$ cat src/rtl/display_source_ctrl.sv
// Chooses what the four-digit score display shows: attract rotation, live play
// values, or a blinking message that preempts both for a fixed time.
module display_source_ctrl #(
  parameter int CLK_FREQ  = 50_000,
  parameter int ROTATE_MS = 2000,
  parameter int MSG_MS    = 1500,
  parameter int BLINK_MS  = 250
) (
  input  logic        clk,
  input  logic        rst_n,
  input  logic        game_active,
  input  logic [15:0] score_bcd,
  input  logic [15:0] hiscore_bcd,
  input  logic [7:0]  time_bcd,
  input  logic        msg_valid,
  input  logic [15:0] msg_bcd,
  output logic        msg_ready,
  output logic [15:0] bcd_value,
  output logic [1:0]  src
);

  localparam int MS_CNT = CLK_FREQ / 1000;
  localparam int MS_MAX = (ROTATE_MS > MSG_MS) ? ROTATE_MS : MSG_MS;
  localparam int PW     = (MS_CNT > 1) ? $clog2(MS_CNT) : 1;
  localparam int MW     = (MS_MAX > 1) ? $clog2(MS_MAX) : 1;
  localparam int BW     = (BLINK_MS > 1) ? $clog2(BLINK_MS) : 1;

  localparam logic [PW-1:0] PRESC_LAST = PW'(MS_CNT - 1);
  localparam logic [MW-1:0] ROT_LAST   = MW'(ROTATE_MS - 1);
  localparam logic [MW-1:0] MSG_LAST   = MW'(MSG_MS - 1);
  localparam logic [MW-1:0] MS_LAST    = MW'(MS_MAX - 1);
  localparam logic [BW-1:0] BLINK_LAST = BW'(BLINK_MS - 1);

  typedef enum logic [1:0] {
    ST_HI    = 2'd0,
    ST_SCORE = 2'd1,
    ST_PLAY  = 2'd2,
    ST_MSG   = 2'd3
  } state_t;

  state_t          state_q, state_d;
  logic [PW-1:0]   presc_q, presc_d;
  logic [MW-1:0]   ms_q, ms_d;
  logic [BW-1:0]   blink_cnt_q, blink_cnt_d;
  logic            blink_q, blink_d;
  logic [15:0]     msg_q, msg_d;
  logic [15:0]     bcd_q, bcd_d;
  logic [1:0]      src_q, src_d;
  logic            tick, accept, restart;

  assign msg_ready = (state_q != ST_MSG);
  assign bcd_value = bcd_q;
  assign src       = src_q;

  always_comb begin
    tick    = (presc_q == PRESC_LAST);
    accept  = msg_valid && msg_ready;
    state_d = state_q;
    msg_d   = msg_q;

    // Accept beats game_active, which beats rotate expiry.
    case (state_q)
      ST_HI: begin
        if (accept)                       state_d = ST_MSG;
        else if (game_active)             state_d = ST_PLAY;
        else if (tick && ms_q == ROT_LAST) state_d = ST_SCORE;
      end
      ST_SCORE: begin
        if (accept)                       state_d = ST_MSG;
        else if (game_active)             state_d = ST_PLAY;
        else if (tick && ms_q == ROT_LAST) state_d = ST_HI;
      end
      ST_PLAY: begin
        if (accept)            state_d = ST_MSG;
        else if (!game_active) state_d = ST_SCORE;
      end
      ST_MSG: begin
        if (tick && ms_q == MSG_LAST) state_d = game_active ? ST_PLAY : ST_HI;
      end
      default: state_d = ST_HI;
    endcase

    if (accept) msg_d = msg_bcd;

    // Timebase restarts on every entry so each dwell is exactly D ms long.
    restart = accept || (state_d != state_q);

    presc_d = (restart || tick) ? '0 : presc_q + PW'(1);

    ms_d = ms_q;
    if (restart)                     ms_d = '0;
    else if (tick && ms_q != MS_LAST) ms_d = ms_q + MW'(1);

    blink_cnt_d = blink_cnt_q;
    if (restart)    blink_cnt_d = '0;
    else if (tick)  blink_cnt_d = (blink_cnt_q == BLINK_LAST) ? '0 : blink_cnt_q + BW'(1);

    blink_d = blink_q;
    if (restart || state_q != ST_MSG)           blink_d = 1'b1;
    else if (tick && blink_cnt_q == BLINK_LAST) blink_d = ~blink_q;

    case (state_q)
      ST_HI:    bcd_d = hiscore_bcd;
      ST_SCORE: bcd_d = score_bcd;
      ST_PLAY:  bcd_d = {time_bcd, score_bcd[7:0]};
      ST_MSG:   bcd_d = blink_q ? msg_q : 16'hFFFF;
      default:  bcd_d = 16'hFFFF;
    endcase

    src_d = state_d;
  end

  always_ff @(posedge clk) begin
    if (!rst_n) begin
      state_q     <= ST_HI;
      presc_q     <= '0;
      ms_q        <= '0;
      blink_cnt_q <= '0;
      blink_q     <= 1'b1;
      msg_q       <= 16'hFFFF;
      bcd_q       <= 16'hFFFF;
      src_q       <= 2'd0;
    end else begin
      state_q     <= state_d;
      presc_q     <= presc_d;
      ms_q        <= ms_d;
      blink_cnt_q <= blink_cnt_d;
      blink_q     <= blink_d;
      msg_q       <= msg_d;
      bcd_q       <= bcd_d;
      src_q       <= src_d;
    end
  end

endmodule

$ cat config.mk
export PLATFORM = sky130hd
export DESIGN_NAME = display_source_ctrl
export DESIGN_NICKNAME = d
export VERILOG_FILES = /design/src/rtl/display_source_ctrl.sv
export SDC_FILE = /design/constraint.sdc
export NUM_CORES = 1
export LEC_CHECK = 0
export ABC_AREA = 1
export BUFFER_PORTS_ARGS = -buffer_cell sky130_fd_sc_hd__buf_2
export CAP_MARGIN = 20
export CORE_MARGIN = 5
export CORE_UTILIZATION = 25
export DETAILED_ROUTE_END_ITERATION = 10
export MAX_ROUTING_LAYER = met4
export PLACE_DENSITY = 0.54
export SETUP_SLACK_MARGIN = 0.1
export SYNTH_ARGS = -nofsm -noshare
export SYNTH_HDL_FRONTEND = slang
export SYNTH_SLANG_ARGS = --single-unit
$ cat constraint.sdc
create_clock -name clk -period 3.3 [get_ports clk]
set_clock_uncertainty 0.15 [all_clocks]
set_input_delay 0.165 -clock clk [delete_from_list [all_inputs] [get_ports clk]]
set_output_delay 0.165 -clock clk [all_outputs]
set_load 0.01 [all_outputs]
==> run summary, run 1 <==
The run finished with clean final reports. Setup repair after global routing left no endpoint under its margin. IR analysis of the VDD net gives a maximum drop of 0.264 mV.

Clock tree synthesis selected as its root buffer the cell clkbuf_16. The peak clock frequency supported by timing came out at 0.431 GHz. By instance count, the leading cell after synthesis is nand2_1. The via density per instance came out at 4.48. The gate count after technology mapping is 365.

The number of CTS-inserted buffers is 9. The internal power came out at 0.00165 W. The final wirelength is 7600 µm. At the end of the flow the core is filled with cells to 36.3%. During synthesis, Yosys emitted a total of 0 warnings. The total number of nets in the final design is 547.

The total nets after synthesis came out at 430. The area of the core came out at 0.0113 mm². The final cycle utilization of the critical path came out at 70.3%. The total count of max-transition violations in the final report is 0.

The width of the die came out at 117 µm. The maximum number of pins on one net before global-route repair is 21. The wire length of the first global-routing pass is 13400 µm. The data arrival time of the critical path is 2.41 ns. The largest driver fanout on the critical path came out at 13. The endpoint required time on the critical path came out at 3.39 ns. The switching component of the power is 0.000504 W. The total setup violations reported at the end of the flow is 0. The count of port buffers added during placement came out at 78. In this run the critical register-to-register path is captured at ms_q[1]. The growth of design area from synthesis to finish is 44.0%. In this run the deepest clock path goes through 2 buffers.

After clock tree synthesis, the repair step resized 0 gates. The type of the worst setup path is register to register. The number of H-tree levels came out at 3. The setup fix buffers added after clock tree synthesis is 0. The worst-margin pin slew is 0.595 ns. The worst register-to-register path begins at presc_q[0].

The count of different cell masters after synthesis came out at 33. The number of flip-flops and latches in the synthesized netlist is 60. Power spread over the standard cell area amounts to 528 mW/mm².

The predominant post-synthesis flop cell is dfxtp_1. The antenna diode count came out at 0. The leftover overflow at the end of global routing came out at 0. After synthesis, the largest area contributor takes up 42.3% of total cell area. The number of core rows is 39.

The number of vias after detailed routing is 2818. The final critical path time including I/O delays and setup came out at 2.32 ns. The switching fraction of total power is 23.3%.

CTS saw 60 sinks. The critical path ends at ms_q[1]. The static leakage is 1.60 nW. The relative slew slack is 60.1%. The count of antenna-violating nets left after detailed routing is 0.

The overall die height came out at 117 µm. The path class of the tightest hold or removal check is input port to register. The clock tree from TritonCTS is done. The ratio of cells with drive above 1 in the final layout came out at 28.0%. The post-detailed-route DRC marker count is 0. The power share of the clock group is 50.0%. The setup slack of the worst register-to-register path came out at 0.98 ns. Counting flops with a built-in enable in the synthesized netlist gives 0.

The initial core utilization came out at 25.2%. The final count of hold timing violations is 0. The endpoint kind of the worst setup timing path is a register. The via count of the first global-routing pass was 2942. The share of the Yosys chip area taken by registers is 42.3%.

The I/O pin count is 79. Clock-pin slew was measured on the worst setup and hold paths at 0.05 ns. At the later pin of the worst-skew pair, clock insertion delay measures 0.32 ns. The total track usage is 12.6%. The critical path starts at presc_q[0]. The pre-antenna-repair detailed-routing pass consisted of 5 iterations. The area of the mapped netlist is 0.00284 mm². By area the synthesized netlist is led by dfxtp_1, nand2_1, nand3_1. The cell depth of the worst flop-to-flop path came out at 9. Across the run, the number of max-cap violations was 0. The die area came out at 0.0136 mm².

Sorting the synthesized cells by how often they occur yields nand2_1, dfxtp_1, nor2_1. The half-perimeter wire length after detailed placement came out at 5370 µm. The cell type contributing the most total cell area after synthesis is dfxtp_1.

The post-synthesis average cell area came out at 7.78 µm². For the final routed database, the setup TNS stands at 0 ns. The DRC marker count from the first detailed-route iteration came out at 112. Counting flops with an async set or reset pin after synthesis yields a share of 0%. The number of antenna violations at the first check in global routing is 0. The last weighted congestion value of the routability-driven placer came out at 0.795. Of the total power, registers draw 36.6%.

The power share of the combinational group came out at 13.4%. The worst setup path is launched from a register. The average wire per standard cell is 12.1 µm.
-- layout by cell type (no fill, tap or decap), types with 3 or more instances in the layout --
master / instances
bufinv_16: 3
nand4_1: 10
nor3_1: 11
xor2_1: 12
nor2_4: 4
o21ai_0: 10
dfxtp_1: 60
inv_2: 4
a21oi_1: 21
nor2_1: 39
or2_2: 3
o31ai_1: 9
inv_1: 21
dlygate4sd3_1: 40
nand3_1: 36
a21oi_2: 3
nor2_2: 10
nand2_2: 6
ha_1: 5
xnor2_1: 3
clkbuf_16: 9
nand2_1: 67
buf_2: 78
-- kinds of logic after synthesis --
group / Yosys count / share of synthesized area, %
fa+ha+maj: 5 / 2.20
compound gates: 47 / 9.83
buf+inv: 42 / 6.70
xor+xnor: 15 / 4.63
flops: 60 / 42.3
simple gates: 196 / 34.3
-- cell type report --
class / instances / area (µm²)
well taps: 143 / 179
fillers: 1136 / 7180
multi-input cells: 263 / 1450
clock buffers: 11 / 243
flip-flops and latches: 60 / 1200
clock inverters: 4 / 97.6
repair buffers: 120 / 806
inverters: 28 / 115
-- stage by stage --
step	hold slack (ns)	std cells	cell area, µm²	total power (W)	worst slack, ns
after floorplan	0.141	365	2840	0.000952	1.48
after global placement	0.227	574	3350	0.00104	1.08
after detailed placement	0.234	574	3350	0.00105	0.957
after CTS	0.000497	629	4090	0.00217	0.949
after global routing	0.0125	629	4090	0.00225	0.774
final	0.00627	629	4090	0.00216	0.981
-- layer usage --
metal | global-route usage, % | vias to the layer above | wire [µm]
met2 | 20.2 | 78 | 3550
met4 | 5.58 | 0 | 138
met3 | 2.85 | 13 | 436
met5 | - | - | 0
li1 | - | 1450 | -
met1 | 15.1 | 1277 | 3470
-- worst max-delay path, stage by stage (launching register included) --
cell and delay [ns]:
dfxtp_1 0.37, ha_1 0.18, nand3_2 0.08, nor2_2 0.42, nand3_1 0.21, o21ai_2 0.21, nand2_2 0.09, nand2_2 0.11
nand3_4 0.21, a21oi_1 0.20
-- state kept, by name, indices dropped and copies added (netlist names) --
name         cells
bcd_value       16
msg_q           16
ms_q            11
blink_cnt_q      8
presc_q          6
src              2
blink_q          1
-- worst min path at each step --
stage | endpoint | cells past startpoint | from | slack, ns
final | bcd_value[3] | 3 | score_bcd[3] | 0.006
after CTS | bcd_value[7] | 3 | score_bcd[7] | 0.0005
after detailed placement | bcd_value[14] | 3 | score_bcd[14] | 0.23
after global placement | msg_q[14] | 3 | msg_bcd[14] | 0.23
after floorplan | msg_q[10] | 2 | msg_bcd[10] | 0.14
after global routing | bcd_value[0] | 3 | score_bcd[0] | 0.01
-- timing repair --
action	in CTS	in global routing
endpoints found under the hold margin	32	0
hold buffers	40	0
setup endpoints to repair	0	0
-- power by group through the flow --
stage | Clock [W] | Combinational [W] | Sequential, W
floorplan | 0 | 0.000138 | 0.000814
global placement | 0 | 0.000242 | 0.000803
detailed placement | 0 | 0.000245 | 0.000803
CTS | 0.00109 | 0.000291 | 0.000789
global route | 0.00113 | 0.000323 | 0.000793
finish | 0.00108 | 0.000290 | 0.000789
(Power assumes the default switching activity.)
==> inputs of run 2 (changes only) <==
--- a/config.mk
+++ b/config.mk
@@ -12,7 +12,7 @@
 export CORE_UTILIZATION = 25
 export DETAILED_ROUTE_END_ITERATION = 10
 export MAX_ROUTING_LAYER = met4
-export PLACE_DENSITY = 0.54
+export PLACE_DENSITY = 0.56
 export SETUP_SLACK_MARGIN = 0.1
 export SYNTH_ARGS = -nofsm -noshare
 export SYNTH_HDL_FRONTEND = slang
==> constraint.sdc (replaced) <==
create_clock -name clk -period 2 [get_ports clk]
set_clock_uncertainty 0.15 [all_clocks]
set_input_delay 0.1 -clock clk [delete_from_list [all_inputs] [get_ports clk]]
set_output_delay 0.1 -clock clk [all_outputs]
set_load 0.01 [all_outputs]
==> run 2 against run 1 <==
Net effect: clock power grew 44%; non-clock buffer count grew 38; sequential power is 65% higher.
==> run summary, run 2 (same netlist as run 1, synthesis figures left out) <==
The antenna diode count is 0 (unchanged). The post-detailed-route DRC marker count came to 0 (unchanged). The largest vdd supply drop came to 0.351 mV (+33%). The largest driver fanout on the critical path is 6 (-7). The worst register-to-register path ends at presc_q[5].

The relative slew slack was 56.0% (-4.1 points). The growth of design area from synthesis to finish came out at 60.7%. The longest individual stage delay on the worst path came to 0.32 ns (-0.10 ns). The detailed-router iteration count before antenna repair came to 4 (-1). The maximum number of pins on one net before global-route repair came out at 25 (+19%). The worst hold path begins at msg_valid.

The number of antenna violations at the first check in global routing came to 0 (unchanged). The last weighted congestion value of the routability-driven placer is 0.793 (-0.21%). The via count of the first global-routing pass came out at 3008 (+2.2%). STA classifies the critical path endpoint as a register. The number of H-tree levels was 3 (unchanged). The final wirelength came out at 8870 µm (+17%). The total number of nets in the final design came out at 586 (+7.1%). The ratio of cells with drive above 1 in the final layout came out at 34.0% (+6.0 points). Leaving out fill and tap cells, the most frequent cell in the layout is buf_2. The I/O pin count is 79 (unchanged). The final critical path time including I/O delays and setup is 1.86 ns (-0.457 ns).

The leftover overflow at the end of global routing came out at 0 (unchanged). The peak clock frequency supported by timing is 0.537 GHz (+25%). Setup repair after global routing could not meet its margin everywhere. The die area came out at 0.0136 mm² (unchanged). The clock network latency to the later pin of the worst-skew pair came out at 0.33 ns (about the same).

The via density per instance was 4.53 (+1.2%). The class of the most critical hold timing path is input port to register. The initial core utilization came out at 25.2% (unchanged). The slowest stage cell on the critical path is dfxtp_2.

The power density over the cells came out at 750 mW/mm² (+42%). The worst-margin pin slew came out at 0.656 ns (+0.0617 ns). The static leakage is 1.81 nW (+13%). The data arrival time of the critical path came out at 1.96 ns (-0.45 ns). The setup slack of the worst register-to-register path came out at 0.14 ns (-0.84 ns). The critical path goes through inv_2, ha_4, nand3_4, nor2_4, buf_6, nand3_4, a21oi_2, nand2_2, nand3_4, nand4_4, nor2_1. The average wire per standard cell is 13.3 µm (+9.8%).

The clock tree from TritonCTS is done. The top cell types in the final layout, fill and taps aside, are buf_2, nand2_1, dlygate4sd3_1. The number of clock sinks seen by CTS came out at 60 (unchanged). The total count of max-transition violations in the final report came out at 0 (unchanged). The number of maximum-capacitance constraint violations is 0 (unchanged).

The cell depth of the worst flop-to-flop path is 11 (+2). The final cell utilization of the core came out at 40.5% (+4.2 points). The wire length of the first global-routing pass was 14000 µm (+5.0%). The final count of hold timing violations is 0 (unchanged). The total setup violations reported at the end of the flow came out at 0 (unchanged). The overall die height is 117 µm (unchanged). The path with the worst hold slack has its endpoint at src[1].

The number of core rows was 39 (unchanged). The critical path in this run is classified as register to register. The clock root buffer is clkbuf_16. The total track usage came out at 13.7% (+1.1 points).

The run finished with clean final reports. The number of vias after detailed routing came out at 3032 (+7.6%). Counting stages on the worst path, the most repeated cell is nand3_4. The final hold slack is 0.0286 ns (+0.0224 ns).

The number of CTS-inserted buffers came to 9 (unchanged). The count of port buffers added during placement is 78 (unchanged). The cell count of the worst hold path came out at 3 (unchanged). The maximum count of clock buffers along a single path is 2 (unchanged). The final cycle utilization of the critical path came to 93.1% (+23 points). The area of the core is 0.0113 mm² (unchanged). The DRC marker count from the first detailed-route iteration is 125 (+12%).

The count of antenna-violating nets left after detailed routing was 0 (unchanged). The worst setup path is launched from a register. The width of the die came out at 117 µm (unchanged). The worst register-to-register path begins at presc_q[1].

The half-perimeter wire length after detailed placement is 5790 µm (+7.9%). The clock-pin slew on the worst setup and hold paths was 0.05 ns (about the same). The endpoint required time on the critical path is 2.10 ns (-1.29 ns).
-- run 2: cell count changes in the layout (fill, tap and decap cells not counted), moves of 3 or more --
cell,delta
dfxtp_1,-6
nand2_4,+3
buf_4,+18
nor2_1,-6
nor2_2,+3
dfxtp_2,+5
nand3_1,-3
nor2_4,+3
dlygate4sd3_1,+17
nand3_4,+3
buf_6,+3
nand2_2,-4
-- run 2: final cells by class --
type | instances | area [µm²]
multi-input combinational | 264 | 1610
tap | 143 | 179
clock inverter | 6 | 63.8
sequential | 60 | 1210
clock buffer | 10 | 239
fill | 1085 | 6710
timing repair buffer | 158 | 1140
inverter | 28 | 118
-- run 2: how the worst max path moves through the flow --
stage / from / end / cells past startpoint
finish: presc_q[1] / presc_q[5] / 11
global route: presc_q[1] / presc_q[5] / 11
CTS: ms_q[1] / ms_q[0] / 12
detailed placement: ms_q[0] / ms_q[0] / 9
global placement: presc_q[1] / ms_q[10] / 11
floorplan: presc_q[0] / ms_q[7] / 12
-- run 2: power by group --
| group | switching [W] | leakage (nW) | internal [W] |
|---|---|---|---|
| logic | 0.000314 | 1.16 | 0.000266 |
| clock network | 0.000551 | 0.144 | 0.000994 |
| registers | 0.0000314 | 0.497 | 0.00127 |
| total | 0.000897 | 1.81 | 0.00253 |
-- run 2: worst max-delay path: cells and delay by family (launching register included) --
| kind | cells | cell delay, ns |
|---|---|---|
| simple gates | 7 | 0.88 |
| buf+inv | 2 | 0.18 |
| compound gates | 1 | 0.14 |
| flops | 1 | 0.32 |
| fa+ha+maj | 1 | 0.14 |
-- run 2: layer usage --
layer	track usage, %	vias to the layer above	wire (µm)
met4	7.11	0	265
met5	-	-	0
met1	15.0	1402	3690
met3	2.75	22	326
li1	-	1520	-
met2	23.5	88	4590
-- run 2: through the flow --
stage	TNS, ns	total power (W)	std cells	area, µm²	setup WS, ns
floorplan	0	0.00157	365	2840	0.177
global placement	0	0.00174	584	3430	0.0476
detailed placement	-0.0112	0.00175	584	3430	-0.0112
CTS	0	0.00342	669	4470	0.0891
global route	-0.00195	0.00356	669	4560	-0.00195
finish	0	0.00342	669	4560	0.138
-- run 2: timing repair --
action | 4_1_cts | 5_1_grt
gates resized for setup | 17 | 22
hold endpoints to repair | 33 | 0
cloned | 1 | 0
endpoints found under the setup margin | 27 | 41
pin swaps | 12 | 13
setup buffers | 11 | 0
hold buffers | 57 | 0
